$ cat src/rtl/ibex_msg_loader.sv
// ibex_msg_loader: buffers a descriptor-addressed word stream in a FIFO
// and writes it into consecutive message registers, yielding to the core.
module ibex_msg_loader #(
   parameter int unsigned RV32E     = 0,
   parameter int unsigned DataWidth = 32,
   parameter int unsigned FifoDepth = 4
) (
   input  logic                 clk_i,
   input  logic                 rst_ni,
   input  logic                 desc_req_i,
   output logic                 desc_gnt_o,
   input  logic [4:0]           desc_base_i,
   input  logic [1:0]           desc_len_i,
   input  logic                 data_valid_i,
   output logic                 data_ready_o,
   input  logic [DataWidth-1:0] data_i,
   input  logic                 core_mprf_we_i,
   input  logic                 abort_i,
   output logic                 input_valid_o,
   output logic [4:0]           input_addr_o,
   output logic [DataWidth-1:0] input_data_o,
   output logic                 busy_o,
   output logic                 done_o
);

   localparam int unsigned PtrW = $clog2(FifoDepth);
   localparam logic [PtrW:0] Depth = FifoDepth[PtrW:0];

   localparam logic [1:0] StIdle = 2'd0;
   localparam logic [1:0] StLoad = 2'd1;
   localparam logic [1:0] StDone = 2'd2;

   logic [1:0]           state_q, state_d;
   logic [4:0]           base_q, base_d;
   logic [1:0]           len_q, len_d;
   logic [2:0]           acc_cnt_q, acc_cnt_d;
   logic [2:0]           wr_cnt_q, wr_cnt_d;
   logic [PtrW-1:0]      rd_ptr_q, rd_ptr_d;
   logic [PtrW-1:0]      wr_ptr_q, wr_ptr_d;
   logic [PtrW:0]        cnt_q, cnt_d;
   logic [DataWidth-1:0] mem_q [FifoDepth];
   logic [DataWidth-1:0] mem_d [FifoDepth];

   logic       in_load;
   logic       fifo_full;
   logic       fifo_empty;
   logic       push;
   logic       pop;
   logic [4:0] addr_sum;

   assign in_load    = (state_q == StLoad);
   assign fifo_full  = (cnt_q == Depth);
   assign fifo_empty = (cnt_q == '0);

   assign data_ready_o  = in_load & ~fifo_full
                        & (acc_cnt_q <= {1'b0, len_q});
   assign push          = data_valid_i & data_ready_o;
   assign input_valid_o = in_load & ~fifo_empty
                        & ~core_mprf_we_i & ~abort_i;
   assign pop           = input_valid_o;

   assign input_data_o = mem_q[rd_ptr_q];
   assign addr_sum     = base_q + {2'b00, wr_cnt_q};
   assign input_addr_o = (RV32E != 0) ? {1'b0, addr_sum[3:0]}
                                      : addr_sum;

   assign desc_gnt_o = (state_q == StIdle);
   assign busy_o     = (state_q != StIdle);
   assign done_o     = (state_q == StDone);

   // Next-state: FIFO push/pop, counters and descriptor sequencing.
   always_comb begin
      state_d   = state_q;
      base_d    = base_q;
      len_d     = len_q;
      acc_cnt_d = acc_cnt_q;
      wr_cnt_d  = wr_cnt_q;
      rd_ptr_d  = rd_ptr_q;
      wr_ptr_d  = wr_ptr_q;
      cnt_d     = cnt_q;
      mem_d     = mem_q;

      if (push) begin
         mem_d[wr_ptr_q] = data_i;
         wr_ptr_d  = wr_ptr_q + PtrW'(1);
         acc_cnt_d = acc_cnt_q + 3'd1;
      end
      if (pop) begin
         rd_ptr_d = rd_ptr_q + PtrW'(1);
         wr_cnt_d = wr_cnt_q + 3'd1;
      end
      case ({push, pop})
         2'b10:   cnt_d = cnt_q + (PtrW+1)'(1);
         2'b01:   cnt_d = cnt_q - (PtrW+1)'(1);
         default: cnt_d = cnt_q;
      endcase

      case (state_q)
         StIdle: begin
            if (desc_req_i) begin
               base_d    = desc_base_i;
               len_d     = desc_len_i;
               acc_cnt_d = '0;
               wr_cnt_d  = '0;
               state_d   = StLoad;
            end
         end
         StLoad: begin
            if (pop && (wr_cnt_q == {1'b0, len_q})) begin
               state_d = StDone;
            end
         end
         StDone:  state_d = StIdle;
         default: state_d = StIdle;
      endcase

      if (abort_i && (state_q != StIdle)) begin
         state_d   = StIdle;
         acc_cnt_d = '0;
         wr_cnt_d  = '0;
         rd_ptr_d  = '0;
         wr_ptr_d  = '0;
         cnt_d     = '0;
      end
   end

   // Control and pointer registers.
   always_ff @(posedge clk_i or negedge rst_ni) begin
      if (!rst_ni) begin
         state_q   <= StIdle;
         base_q    <= '0;
         len_q     <= '0;
         acc_cnt_q <= '0;
         wr_cnt_q  <= '0;
         rd_ptr_q  <= '0;
         wr_ptr_q  <= '0;
         cnt_q     <= '0;
      end else begin
         state_q   <= state_d;
         base_q    <= base_d;
         len_q     <= len_d;
         acc_cnt_q <= acc_cnt_d;
         wr_cnt_q  <= wr_cnt_d;
         rd_ptr_q  <= rd_ptr_d;
         wr_ptr_q  <= wr_ptr_d;
         cnt_q     <= cnt_d;
      end
   end

   // FIFO storage, cleared on reset so the write data port reads zero.
   always_ff @(posedge clk_i or negedge rst_ni) begin
      if (!rst_ni) begin
         for (int i = 0; i < int'(FifoDepth); i++) begin
            mem_q[i] <= '0;
         end
      end else begin
         mem_q <= mem_d;
      end
   end

endmodule

$ cat config.mk
export PLATFORM = sky130hd
export DESIGN_NAME = ibex_msg_loader
export DESIGN_NICKNAME = d
export VERILOG_FILES = /design/src/rtl/ibex_msg_loader.sv
export SDC_FILE = /design/constraint.sdc
export NUM_CORES = 1
export LEC_CHECK = 0
export ABC_AREA = 1
export BUFFER_PORTS_ARGS = -buffer_cell sky130_fd_sc_hd__buf_2
export CORE_MARGIN = 3
export CORE_UTILIZATION = 62
export CTS_CLUSTER_SIZE = 30
export DETAILED_ROUTE_END_ITERATION = 10
export GPL_ROUTABILITY_DRIVEN = 0
export MAX_ROUTING_LAYER = met4
export PLACE_DENSITY = 0.92
export REMOVE_ABC_BUFFERS = 1
export SYNTH_ARGS = -nofsm -noshare
export SYNTH_HDL_FRONTEND = slang
export SYNTH_SLANG_ARGS = --single-unit
export TNS_END_PERCENT = 1
$ cat constraint.sdc
create_clock -name clk_i -period 5.4 [get_ports clk_i]
set_input_delay 0 -clock clk_i [delete_from_list [all_inputs] [get_ports clk_i]]
set_output_delay 0 -clock clk_i [all_outputs]
set_load 0.02 [all_outputs]
# Word level (Yosys, flattened, before mapping)
# Index checks and enable logic that the tools add are counted.
# classes
n_addsub	7
order_cmp	4
n_eq_ne	8
mux	24
n_bitwise	12
reduce_logical	11
# ops
operator	n
$bwmux 128	1
$mux 32	3
$bmux 32 s2	1
$demux 32 s2	1
$mux 3	9
$mux 2	7
$add 3x1->3 const B	3
$and 1x1->1	6
$ge 3x3->1 const B	2
$not 2->3	2
$pmux 3 s2	1
$reduce_bool 2->1	3
$add 5x3->5	1
$add 2x1->2 const B	2
$eq 2x1->1 const B	2
$eq 2x2->1 const B	2
$not 1->1	4
$pmux 2 s2	1
$reduce_and 2->1	2
$eq 3x2->1	1
$eq 3x3->1 const B	1
$le 3x2->1	1
$logic_and 1x1->1	3
$logic_not 3->1	1
6 further kinds	6
# totals
regBits	150
input_bits	45
word_cells	78

# Depth between registers and ports, before layout
# Gate-level depths: netlist of run 1.
# logic_depth
word_depth	9
ltp_mapped	14
mapped_depth_nobuf	13

# Worst setup path before layout of run 1
# OpenSTA, ideal clock, no wires.
# synth_path
path_type	flip-flop to flip-flop
start	register state_q[1]
end	register cnt_q[1]
arrival_ns	2.235
setup_slack_ns	3.039
path_stages_with_launch	8
path_buffers	0
path_cell_list	dfrtp_1 inv_1 nand3_1 nor3_1 ha_1 fa_1 nand3_1 o21ai_0
# synth_via
elab_chain_len	7
# synth_rtl
item	line_no	source
from (decl)	33	logic [1:0] state_q, state_d;
from (signal assigned)	130	state_q <= StIdle;
from (signal assigned)	139	state_q <= state_d;
$eq 2x1->1 (*)	51	assign in_load = (state_q == StLoad);
$and 1x1->1 (*)	58	assign input_valid_o = in_load & ~fifo_empty
$and 1x1->1 (*) (2 in series)	59	& ~core_mprf_we_i & ~abort_i;
named net input_valid_o	19	output logic input_valid_o,
$eq 2x1->1 or $eq 2x2->1 (tied branches)	92	case ({push, pop})
$pmux 3 s2	92	
$mux 3	117	if (abort_i && (state_q != StIdle)) begin
to (signal assigned)	146	cnt_q <= cnt_d;
to (decl)	40	logic [PtrW:0] cnt_q, cnt_d;
# Mark *: on every way through the listed nets, which the timed path passes. The rest lies on a longest branch.
# A chain may end at the register's enable or synchronous reset.

# Final worst setup path of run 1
# layout_path
start	register len_q[1]
end	register cnt_q[2]
# layout_via
elab_chain_len	6
# layout_rtl
item	line_no	source
from (decl)	35	logic [1:0] len_q, len_d;
from (signal assigned)	141	len_q <= len_d;
$le 3x2->1 (*)	56	& (acc_cnt_q <= {1'b0, len_q});
$and 1x1->1 (*)	56	
$and 1x1->1 (*)	57	assign push = data_valid_i & data_ready_o;
$eq 2x1->1 or $eq 2x2->1 (tied branches)	92	
$pmux 3 s2	92	
$mux 3	117	
# Mark *: on every way between the ends. The rest lies on a longest branch, timed or not.

==> report_table.html, run 1 <==
<table>
<tr><th>Metric</th><th>Value</th></tr>
<tr><th colspan="2">Routing</th></tr>
<tr><td>Via/cell ratio</td><td>5.93</td></tr>
<tr><td>Routed WL per cell</td><td>17.7 µm</td></tr>
<tr><td>Iteration-0 DRC Markers</td><td>1,072</td></tr>
<tr><td>DRC violation count after routing</td><td>0</td></tr>
<tr><td>Total via count after detailed routing</td><td>6,800</td></tr>
<tr><td>Routed wire length</td><td>20,300 µm</td></tr>
<tr><td>Antenna-violating nets left</td><td>0</td></tr>
<tr><td>Router iterations before antenna repair</td><td>6</td></tr>
<tr><th colspan="2">Min path</th></tr>
<tr><td>Sink of the worst hold path</td><td>wr_cnt_q[0]</td></tr>
<tr><td>Min-delay worst type</td><td>primary input to flop</td></tr>
<tr><td>Launch instance of the worst min-delay path</td><td>core_mprf_we_i</td></tr>
<tr><td>Number of instances on the worst hold path</td><td>4</td></tr>
<tr><th colspan="2">Timing</th></tr>
<tr><td>Slew margin rel.</td><td>23.1%</td></tr>
<tr><td>Post-route clock period utilization</td><td>52.2%</td></tr>
<tr><td>Slew Limit Fails</td><td>0</td></tr>
<tr><td>Final hold violation count</td><td>0</td></tr>
<tr><td>Final number of setup-violating endpoints</td><td>0</td></tr>
<tr><td>Clock Skew</td><td>0.00618 ns</td></tr>
<tr><td>TNS Setup</td><td>0 ns</td></tr>
<tr><td>Worst Tran Pin Value</td><td>1.15 ns</td></tr>
<tr><td>Maximum clock frequency</td><td>354 MHz</td></tr>
<tr><td>Crit path time final</td><td>2.82 ns</td></tr>
<tr><td>Unrepaired setup endpoints after global routing</td><td>false</td></tr>
<tr><th colspan="2">Global routing</th></tr>
<tr><td>Overall routing resource usage</td><td>33.6%</td></tr>
<tr><td>Number of antenna violations at the first check in global routing</td><td>0</td></tr>
<tr><td>Pin count of the biggest net entering global routing</td><td>94</td></tr>
<tr><td>GR Overflow Total</td><td>0</td></tr>
<tr><td>Number of global-route vias before repair</td><td>6,864</td></tr>
<tr><td>Global-route wire length before repair</td><td>32,900 µm</td></tr>
<tr><th colspan="2">Worst setup path</th></tr>
<tr><td>Data required time at the worst endpoint</td><td>5.71 ns</td></tr>
<tr><td>CP startpoint</td><td>len_q[1]</td></tr>
<tr><td>Beginning of the worst register-to-register path</td><td>len_q[1]</td></tr>
<tr><td>Crit Path Max Fanout</td><td>11</td></tr>
<tr><td>Critical path startpoint category</td><td>flop</td></tr>
<tr><td>Critical Path Sink Type</td><td>flop</td></tr>
<tr><td>Worst r2r path cells</td><td>12</td></tr>
<tr><td>Class of the most critical setup path</td><td>flop to flop</td></tr>
<tr><td>Arrival time worst endpoint</td><td>3.13 ns</td></tr>
<tr><td>Worst R2R Setup Slack</td><td>2.58 ns</td></tr>
<tr><td>Reg-to-reg critical path endpoint</td><td>cnt_q[2]</td></tr>
<tr><th colspan="2">Final layout</th></tr>
<tr><td>Fill cell instance count of the final layout</td><td>647</td></tr>
<tr><td>Number of antenna repair diodes</td><td>0</td></tr>
<tr><td>Share of cells above drive strength 1</td><td>14.0%</td></tr>
<tr><td>Area grow syn2layout</td><td>20.8%</td></tr>
<tr><td>Net count reported at finish</td><td>1,052</td></tr>
<tr><td>Share of the core filled with cells in the final layout</td><td>77.7%</td></tr>
<tr><td>Post-route cell area</td><td>8570 µm²</td></tr>
<tr><th colspan="2">Die</th></tr>
<tr><td>Die ar.</td><td>12,800 µm²</td></tr>
<tr><td>Row count</td><td>38</td></tr>
<tr><td>Number of ports placed on the die boundary</td><td>87</td></tr>
<tr><td>Floorplan core area</td><td>11,000 µm²</td></tr>
<tr><td>X dimension of the die</td><td>113 µm</td></tr>
<tr><td>Initial core utilization</td><td>64.3%</td></tr>
<tr><td>Height of the die</td><td>113 µm</td></tr>
<tr><th colspan="2">Clock tree</th></tr>
<tr><td>Sink Count</td><td>150</td></tr>
<tr><td>Number of buffers inserted to repair setup after CTS</td><td>0</td></tr>
<tr><td>CTS tree</td><td>yes</td></tr>
<tr><td>Number of hold buffers added after CTS</td><td>42</td></tr>
<tr><td>Clock Pin Slew Worst Setup and Hold Paths</td><td>0.06 ns</td></tr>
<tr><td>CTS resizes</td><td>0</td></tr>
<tr><td>Max H-tree Level</td><td>4</td></tr>
<tr><td>Number of CTS-inserted buffers</td><td>17</td></tr>
<tr><td>Cell chosen for the clock root</td><td>sky130_fd_sc_hd__clkbuf_16</td></tr>
<tr><td>Clk buf depth</td><td>2</td></tr>
<tr><td>Clock Latency Late Sink</td><td>0.42 ns</td></tr>
<tr><th colspan="2">Synthesis</th></tr>
<tr><td>Cell taking the most area after synthesis</td><td>sky130_fd_sc_hd__dfrtp_1</td></tr>
<tr><td>Portion of the post-synthesis area used by sequential elements</td><td>52.9%</td></tr>
<tr><td>Average footprint of a synthesized cell</td><td>8.00 µm²</td></tr>
<tr><td>Share of the synthesized area in the top cell type</td><td>52.9%</td></tr>
<tr><td>Most area-consuming cells after synthesis</td><td>sky130_fd_sc_hd__dfrtp_1 53%, sky130_fd_sc_hd__nand2_1 22%, sky130_fd_sc_hd__o21ai_0 5.3%</td></tr>
<tr><td>Number of instances in the synthesized netlist</td><td>886</td></tr>
<tr><td>Warning count from the yosys run</td><td>0</td></tr>
<tr><td>Post-synthesis register bit count</td><td>150</td></tr>
<tr><td>Post-synthesis cell type count</td><td>24</td></tr>
<tr><td>Cell area after technology mapping</td><td>7090 µm²</td></tr>
<tr><th colspan="2">Power and ir drop</th></tr>
<tr><td>LEAKAGE</td><td>4.70 nW</td></tr>
<tr><td>Power density normalized to cell area</td><td>604 nW/µm²</td></tr>
<tr><td>Worst ir drop on vdd</td><td>385 µV</td></tr>
<tr><th colspan="2">Placed design</th></tr>
<tr><td>Instance area after placement</td><td>7500 µm²</td></tr>
<tr><td>Buffers on Ports</td><td>86</td></tr>
<tr><td>HPWL reported at the end of detailed placement</td><td>10,300 µm</td></tr>
<tr><th colspan="2">Status</th></tr>
<tr><td>Result of the run</td><td>finished clean</td></tr>
<tr><th colspan="2">Flow run</th></tr>
<tr><td>Max cap viols</td><td>0</td></tr>
</table>
==> sequential cells by signal, indices dropped and copies added, names as in the netlist <==
register	cells
rd_ptr_q	2
base_q	5
wr_cnt_q	3
state_q	2
wr_ptr_q	2
len_q	2
cnt_q	3
mem_q	128
acc_cnt_q	3
==> worst max-delay path: stages, from the launching register on <==
cell                      delay, ns
sky130_fd_sc_hd__dfrtp_1       0.38
sky130_fd_sc_hd__inv_1         0.10
sky130_fd_sc_hd__ha_1          0.25
sky130_fd_sc_hd__nand2_1       0.07
sky130_fd_sc_hd__nand2_1       0.04
sky130_fd_sc_hd__nand2_1       0.19
sky130_fd_sc_hd__nand3_2       0.41
sky130_fd_sc_hd__ha_1          0.40
sky130_fd_sc_hd__fa_1          0.39
sky130_fd_sc_hd__a21oi_1       0.14
sky130_fd_sc_hd__o21ai_0       0.11
sky130_fd_sc_hd__o21ai_0       0.15
sky130_fd_sc_hd__a21oi_1       0.05
==> report_power, final <==
group / switching [mW] / internal (mW) / leakage (nW)
clock network: 0.489 / 0.823 / 0.310
registers: 0.279 / 1.59 / 1.92
logic: 1.33 / 0.659 / 2.47
total: 2.10 / 3.07 / 4.70
==> metrics by stage <==
step | hold slack [ns] | cells | power (mW) | setup WS [ns]
after floorplan | -0.296 | 838 | 3.10 | 2.81
after global placement | 0.146 | 1072 | 3.65 | 2.72
after detailed placement | 0.141 | 1072 | 3.74 | 2.65
after CTS | 0.00513 | 1146 | 5.10 | 2.62
after global routing | 0.0496 | 1146 | 5.49 | 2.34
final | 0.0314 | 1146 | 5.18 | 2.58
==> Yosys cell counts (all sizes together) <==
master / instances
xor2: 4
nand3: 9
buf: 20
mux2: 5
nor3: 1
nand4: 7
o211ai: 1
a21oi: 6
ha: 12
nand2: 411
fa: 2
o22ai: 33
inv: 32
nor2: 89
dfrtp: 150
xnor2: 1
o21ai: 75
clkbuf: 28
==> cell usage in the layout (no fill, tap or decap) <==
| master | n |
|---|---|
| sky130_fd_sc_hd__clkinv_2 | 2 |
| sky130_fd_sc_hd__dfrtp_1 | 149 |
| sky130_fd_sc_hd__nor2_1 | 84 |
| sky130_fd_sc_hd__bufinv_16 | 5 |
| sky130_fd_sc_hd__dfrtp_2 | 1 |
| sky130_fd_sc_hd__dlygate4sd3_1 | 42 |
| sky130_fd_sc_hd__clkinvlp_4 | 3 |
| sky130_fd_sc_hd__nor2_4 | 1 |
| sky130_fd_sc_hd__inv_1 | 30 |
| sky130_fd_sc_hd__xor2_1 | 4 |
| sky130_fd_sc_hd__ha_1 | 12 |
| sky130_fd_sc_hd__fa_1 | 2 |
| sky130_fd_sc_hd__nor3_1 | 1 |
| sky130_fd_sc_hd__nand4_1 | 7 |
| sky130_fd_sc_hd__o22ai_1 | 33 |
| sky130_fd_sc_hd__mux2_2 | 5 |
| sky130_fd_sc_hd__nand3_1 | 7 |
| sky130_fd_sc_hd__nand2_1 | 411 |
| sky130_fd_sc_hd__inv_6 | 2 |
| sky130_fd_sc_hd__clkbuf_16 | 17 |
| sky130_fd_sc_hd__nor2_2 | 1 |
| sky130_fd_sc_hd__o21ai_0 | 75 |
| sky130_fd_sc_hd__xnor2_1 | 1 |
| sky130_fd_sc_hd__buf_4 | 8 |
| sky130_fd_sc_hd__clkinv_4 | 3 |
| sky130_fd_sc_hd__buf_6 | 1 |
| sky130_fd_sc_hd__nand3_2 | 2 |
| sky130_fd_sc_hd__inv_2 | 2 |
| sky130_fd_sc_hd__buf_2 | 85 |
| sky130_fd_sc_hd__a21oi_1 | 6 |
| sky130_fd_sc_hd__o211ai_1 | 1 |
| sky130_fd_sc_hd__nor2_8 | 3 |
==> cell type report <==
cell class	instances	area [µm²]	share of cell area, %
clock buffer	17	425	4.96
clock inverter	15	226	2.64
sequential	150	3750	43.8
tap	140	175	2.04
multi-input combinational	656	2950	34.4
timing repair buffer	136	917	10.7
inverter	32	120	1.40
==> routing by layer <==
metal,share of wire [%],up-vias,GRT usage (%)
li1,-,3013,-
met1,37,3169,40.2
met2,48,505,52.9
met3,11,113,8.77
met4,4.5,0,16.9
met5,0,-,-
==> cells by family after synthesis <==
logic type	after synthesis	share of synthesized area [%]
simple gates	517	28.8
flops	150	52.9
compound gates	115	8.73
buf+inv	80	5.47
fa+ha+maj	14	2.68
xor+xnor	5	0.618
mux	5	0.794
==> how the worst max path moves through the flow <==
| stage | endpoint | slack, ns | cells after the start |
|---|---|---|---|
| final | cnt_q[2] | 2.58 | 12 |
| after floorplan | input_data_o[0] | 2.81 | 3 |
| after detailed placement | cnt_q[2] | 2.65 | 12 |
| after global placement | cnt_q[2] | 2.72 | 12 |
| after global routing | cnt_q[2] | 2.34 | 12 |
| after CTS | cnt_q[2] | 2.62 | 12 |
Note: power is estimated with default switching activity, not from simulation.
==> run 2: changes to the inputs <==
--- a/config.mk
+++ b/config.mk
@@ -8,12 +8,12 @@
 export ABC_AREA = 1
 export BUFFER_PORTS_ARGS = -buffer_cell sky130_fd_sc_hd__buf_2
 export CORE_MARGIN = 3
-export CORE_UTILIZATION = 62
+export CORE_UTILIZATION = 58
 export CTS_CLUSTER_SIZE = 30
 export DETAILED_ROUTE_END_ITERATION = 10
 export GPL_ROUTABILITY_DRIVEN = 0
 export MAX_ROUTING_LAYER = met4
-export PLACE_DENSITY = 0.92
+export PLACE_DENSITY = 0.88
 export REMOVE_ABC_BUFFERS = 1
 export SYNTH_ARGS = -nofsm -noshare
 export SYNTH_HDL_FRONTEND = slang
==> constraint.sdc (replaced) <==
create_clock -name clk_i -period 2.6 [get_ports clk_i]
set_input_delay 0 -clock clk_i [delete_from_list [all_inputs] [get_ports clk_i]]
set_output_delay 0 -clock clk_i [all_outputs]
set_load 0.02 [all_outputs]
==> report_table.html, run 2 (synthesis results as in run 1) <==
<table>
<tr><th>Metric</th><th>Value</th></tr>
<tr><th colspan="2">Status</th></tr>
<tr><td>Result of the run</td><td>finished clean</td></tr>
<tr><th colspan="2">Routing</th></tr>
<tr><td>Routed wire length</td><td>18,700 µm (-7.8%)</td></tr>
<tr><td>Total via count after detailed routing</td><td>6,546 (-3.7%)</td></tr>
<tr><td>Routed WL per cell</td><td>16.2 µm (-8.4%)</td></tr>
<tr><td>Antenna-violating nets left</td><td>0 (unchanged)</td></tr>
<tr><td>Router iterations before antenna repair</td><td>7 (+1)</td></tr>
<tr><td>DRC violation count after routing</td><td>0 (unchanged)</td></tr>
<tr><td>Iteration-0 DRC Markers</td><td>822 (-23%)</td></tr>
<tr><td>Via/cell ratio</td><td>5.68 (-4.3%)</td></tr>
<tr><th colspan="2">Global routing</th></tr>
<tr><td>Global-route wire length before repair</td><td>30,600 µm (-7.0%)</td></tr>
<tr><td>Pin count of the biggest net entering global routing</td><td>78 (-17%)</td></tr>
<tr><td>GR Overflow Total</td><td>0 (unchanged)</td></tr>
<tr><td>Number of global-route vias before repair</td><td>6,544 (-4.7%)</td></tr>
<tr><td>Number of antenna violations at the first check in global routing</td><td>0 (unchanged)</td></tr>
<tr><td>Overall routing resource usage</td><td>29.8% (-3.8 points)</td></tr>
<tr><th colspan="2">Final layout</th></tr>
<tr><td>Share of cells above drive strength 1</td><td>14.1% (+0.044 points)</td></tr>
<tr><td>Share of the core filled with cells in the final layout</td><td>73.1% (-4.5 points)</td></tr>
<tr><td>Net count reported at finish</td><td>1,058 (+0.57%)</td></tr>
<tr><td>Max FFs per register</td><td>128 (unchanged)</td></tr>
<tr><td>Leading cell types in the layout, fill and taps excluded</td><td>411 x sky130_fd_sc_hd__nand2_1, 149 x sky130_fd_sc_hd__dfrtp_1, 85 x sky130_fd_sc_hd__buf_2</td></tr>
<tr><td>Area grow syn2layout</td><td>20.3%</td></tr>
<tr><td>Top flop regs</td><td>mem_q (128), base_q (5)</td></tr>
<tr><td>Most frequent standard cell in the layout excluding fill and tap cells</td><td>sky130_fd_sc_hd__nand2_1</td></tr>
<tr><td>Largest register by flop count</td><td>mem_q</td></tr>
<tr><td>Number of antenna repair diodes</td><td>0 (unchanged)</td></tr>
<tr><th colspan="2">Flow run</th></tr>
<tr><td>Max cap viols</td><td>0 (unchanged)</td></tr>
<tr><th colspan="2">Power and ir drop</th></tr>
<tr><td>LEAKAGE</td><td>4.70 nW (about the same)</td></tr>
<tr><td>Clock network fraction of design power</td><td>21.8% (-3.5 points)</td></tr>
<tr><td>Comb pwr share</td><td>40.3% (+1.8 points)</td></tr>
<tr><td>Switch share</td><td>40.6% (about the same)</td></tr>
<tr><td>Power density normalized to cell area</td><td>1190 nW/µm² (+98%)</td></tr>
<tr><td>Sequential fraction of design power</td><td>37.9% (+1.7 points)</td></tr>
<tr><td>Worst ir drop on vdd</td><td>583 µV (+51%)</td></tr>
<tr><td>Internal Pwr Total</td><td>6.06 mW (+97%)</td></tr>
<tr><td>Switching power</td><td>4.14 mW (+97%)</td></tr>
<tr><th colspan="2">Clock tree</th></tr>
<tr><td>Max H-tree Level</td><td>4 (unchanged)</td></tr>
<tr><td>Number of buffers inserted to repair setup after CTS</td><td>0 (unchanged)</td></tr>
<tr><td>Clock Pin Slew Worst Setup and Hold Paths</td><td>0.06 ns (about the same)</td></tr>
<tr><td>Clk buf depth</td><td>2 (unchanged)</td></tr>
<tr><td>Clock Latency Late Sink</td><td>0.42 ns (about the same)</td></tr>
<tr><td>Cell chosen for the clock root</td><td>sky130_fd_sc_hd__clkbuf_16</td></tr>
<tr><td>Sink Count</td><td>150 (unchanged)</td></tr>
<tr><td>Number of CTS-inserted buffers</td><td>17 (unchanged)</td></tr>
<tr><td>CTS tree</td><td>yes</td></tr>
<tr><th colspan="2">Timing</th></tr>
<tr><td>Unrepaired setup endpoints after global routing</td><td>false</td></tr>
<tr><td>Post-route clock period utilization</td><td>85.0%</td></tr>
<tr><td>TNS Setup</td><td>0 ns (unchanged)</td></tr>
<tr><td>Final number of setup-violating endpoints</td><td>0 (unchanged)</td></tr>
<tr><td>Worst Tran Pin Value</td><td>0.732 ns (-0.421 ns)</td></tr>
<tr><td>Maximum clock frequency</td><td>453 MHz</td></tr>
<tr><td>Slew margin rel.</td><td>51.2% (+28 points)</td></tr>
<tr><td>Final hold violation count</td><td>0 (unchanged)</td></tr>
<tr><td>Crit path time final</td><td>2.21 ns</td></tr>
<tr><td>Slew Limit Fails</td><td>0 (unchanged)</td></tr>
<tr><td>Clock Skew</td><td>0.00853 ns (+0.00235 ns)</td></tr>
<tr><th colspan="2">Min path</th></tr>
<tr><td>Launch instance of the worst min-delay path</td><td>abort_i</td></tr>
<tr><td>Min-delay worst type</td><td>primary input to flop</td></tr>
<tr><td>Number of instances on the worst hold path</td><td>6 (+2)</td></tr>
<tr><td>Sink of the worst hold path</td><td>state_q[0]</td></tr>
<tr><th colspan="2">Worst setup path</th></tr>
<tr><td>Sequence of cells on the critical path</td><td>ha_1 &gt; inv_1 &gt; fa_1 &gt; o21ai_0 &gt; xor2_1 &gt; buf_2</td></tr>
<tr><td>Class of the most critical setup path</td><td>flop to primary output</td></tr>
<tr><td>Reg-to-reg critical path endpoint</td><td>cnt_q[2]</td></tr>
<tr><td>Arrival time worst endpoint</td><td>2.21 ns (-0.92 ns)</td></tr>
<tr><td>Crit Path Max Fanout</td><td>4 (-7)</td></tr>
<tr><td>Worst r2r path cells</td><td>12 (unchanged)</td></tr>
<tr><td>Worst R2R Setup Slack</td><td>0.41 ns (-2.17 ns)</td></tr>
<tr><td>Critical Path Sink Type</td><td>primary output</td></tr>
<tr><td>Critical path startpoint category</td><td>flop</td></tr>
<tr><td>Maximum single-stage delay on the critical path</td><td>0.42 ns (about the same)</td></tr>
<tr><td>Data required time at the worst endpoint</td><td>2.60 ns (-3.11 ns)</td></tr>
<tr><td>Slowest CP cell</td><td>sky130_fd_sc_hd__fa_1</td></tr>
<tr><td>Largest delay contributor family on the critical path</td><td>adder cells</td></tr>
<tr><td>WP buf/inv</td><td>2 (+1)</td></tr>
<tr><td>Beginning of the worst register-to-register path</td><td>len_q[1]</td></tr>
<tr><th colspan="2">Die</th></tr>
<tr><td>Initial core utilization</td><td>60.8% (-3.5 points)</td></tr>
<tr><td>Number of ports placed on the die boundary</td><td>87 (unchanged)</td></tr>
<tr><td>Row count</td><td>39 (+2.6%)</td></tr>
<tr><td>Die ar.</td><td>13,600 µm² (+6.5%)</td></tr>
<tr><td>Floorplan core area</td><td>11,700 µm² (+5.7%)</td></tr>
<tr><td>X dimension of the die</td><td>117 µm (+3.2%)</td></tr>
<tr><td>Height of the die</td><td>117 µm (+3.2%)</td></tr>
<tr><th colspan="2">Placed design</th></tr>
<tr><td>HPWL reported at the end of detailed placement</td><td>10,500 µm (+2.1%)</td></tr>
<tr><td>Buffers on Ports</td><td>86 (unchanged)</td></tr>
</table>
## run 2: changes by cell type in the layout (fill, tap and decap cells not counted), sizes merged
| cell | before | now |
|---|---|---|
| dlygate4sd3 | 42 | 41 |
| clkbuf | 17 | 26 |
| clkinv | 5 | 4 |
| buf | 94 | 101 |
| clkinvlp | 3 | 0 |
| inv | 34 | 32 |
| bufinv | 5 | 0 |
## run 2: final cells by class
| type | count | area, µm² |
|---|---|---|
| repair buffers | 142 | 997 |
| clock inverters | 4 | 20.0 |
| fillers | 838 | 3130 |
| inverters | 32 | 120 |
| flip-flops and latches | 150 | 3750 |
| multi-input cells | 656 | 2950 |
| clock buffers | 26 | 509 |
| well taps | 143 | 179 |
## run 2: per-stage QoR
stage	cells	hold slack, ns	area, µm²	worst slack [ns]	power [mW]
after global placement	1082	0.0858	7590	0.491	7.65
after global routing	1153	0.0474	8530	0.229	10.9
after detailed placement	1082	0.0833	7590	0.450	7.82
final	1153	0.0157	8530	0.391	10.2
after CTS	1153	0.000752	8530	0.393	10.2
after floorplan	838	-0.296	6820	0.00992	6.44
## run 2: layer usage
| layer | routed length (µm) | GRT usage [%] |
|---|---|---|
| met5 | 0 | - |
| met2 | 9300 | 48.4 |
| met3 | 1650 | 6.74 |
| met1 | 7290 | 36.4 |
| met4 | 459 | 11.9 |
## run 2: tightest hold or removal path: cells and delay by family
family,cells,cell delay [ns]
and+or+nand+nor,3,0.21
buffers and inverters,3,0.17
## run 2: worst max path at each step
stage / to / slack (ns) / cells after the start / from
global placement: cnt_q[2] / 0.49 / 12 / len_q[1]
floorplan: input_data_o[0] / 0.01 / 3 / rd_ptr_q[0]
finish: input_addr_o[4] / 0.39 / 6 / wr_cnt_q[0]
global route: cnt_q[2] / 0.23 / 12 / len_q[1]
CTS: input_data_o[29] / 0.39 / 5 / rd_ptr_q[1]
detailed placement: cnt_q[2] / 0.45 / 12 / len_q[1]
## run 2: repair_timing
item | in CTS | in global routing
hold endpoints to repair | 213 | 0
endpoints found under the setup margin | 0 | 0
hold buffers | 41 | 0
resized for setup | 0 | 0
## run 2: power groups by stage
| stage | logic [mW] | registers, mW | clock network [mW] |
|---|---|---|---|
| 4_1_cts | 4.08 | 3.84 | 2.23 |
| 5_1_grt | 4.60 | 3.97 | 2.33 |
| 2_1_floorplan | 2.65 | 3.79 | 0 |
| 6_report | 4.11 | 3.86 | 2.22 |
| 3_5_place_dp | 3.97 | 3.85 | 0 |
| 3_3_place_gp | 3.83 | 3.82 | 0 |
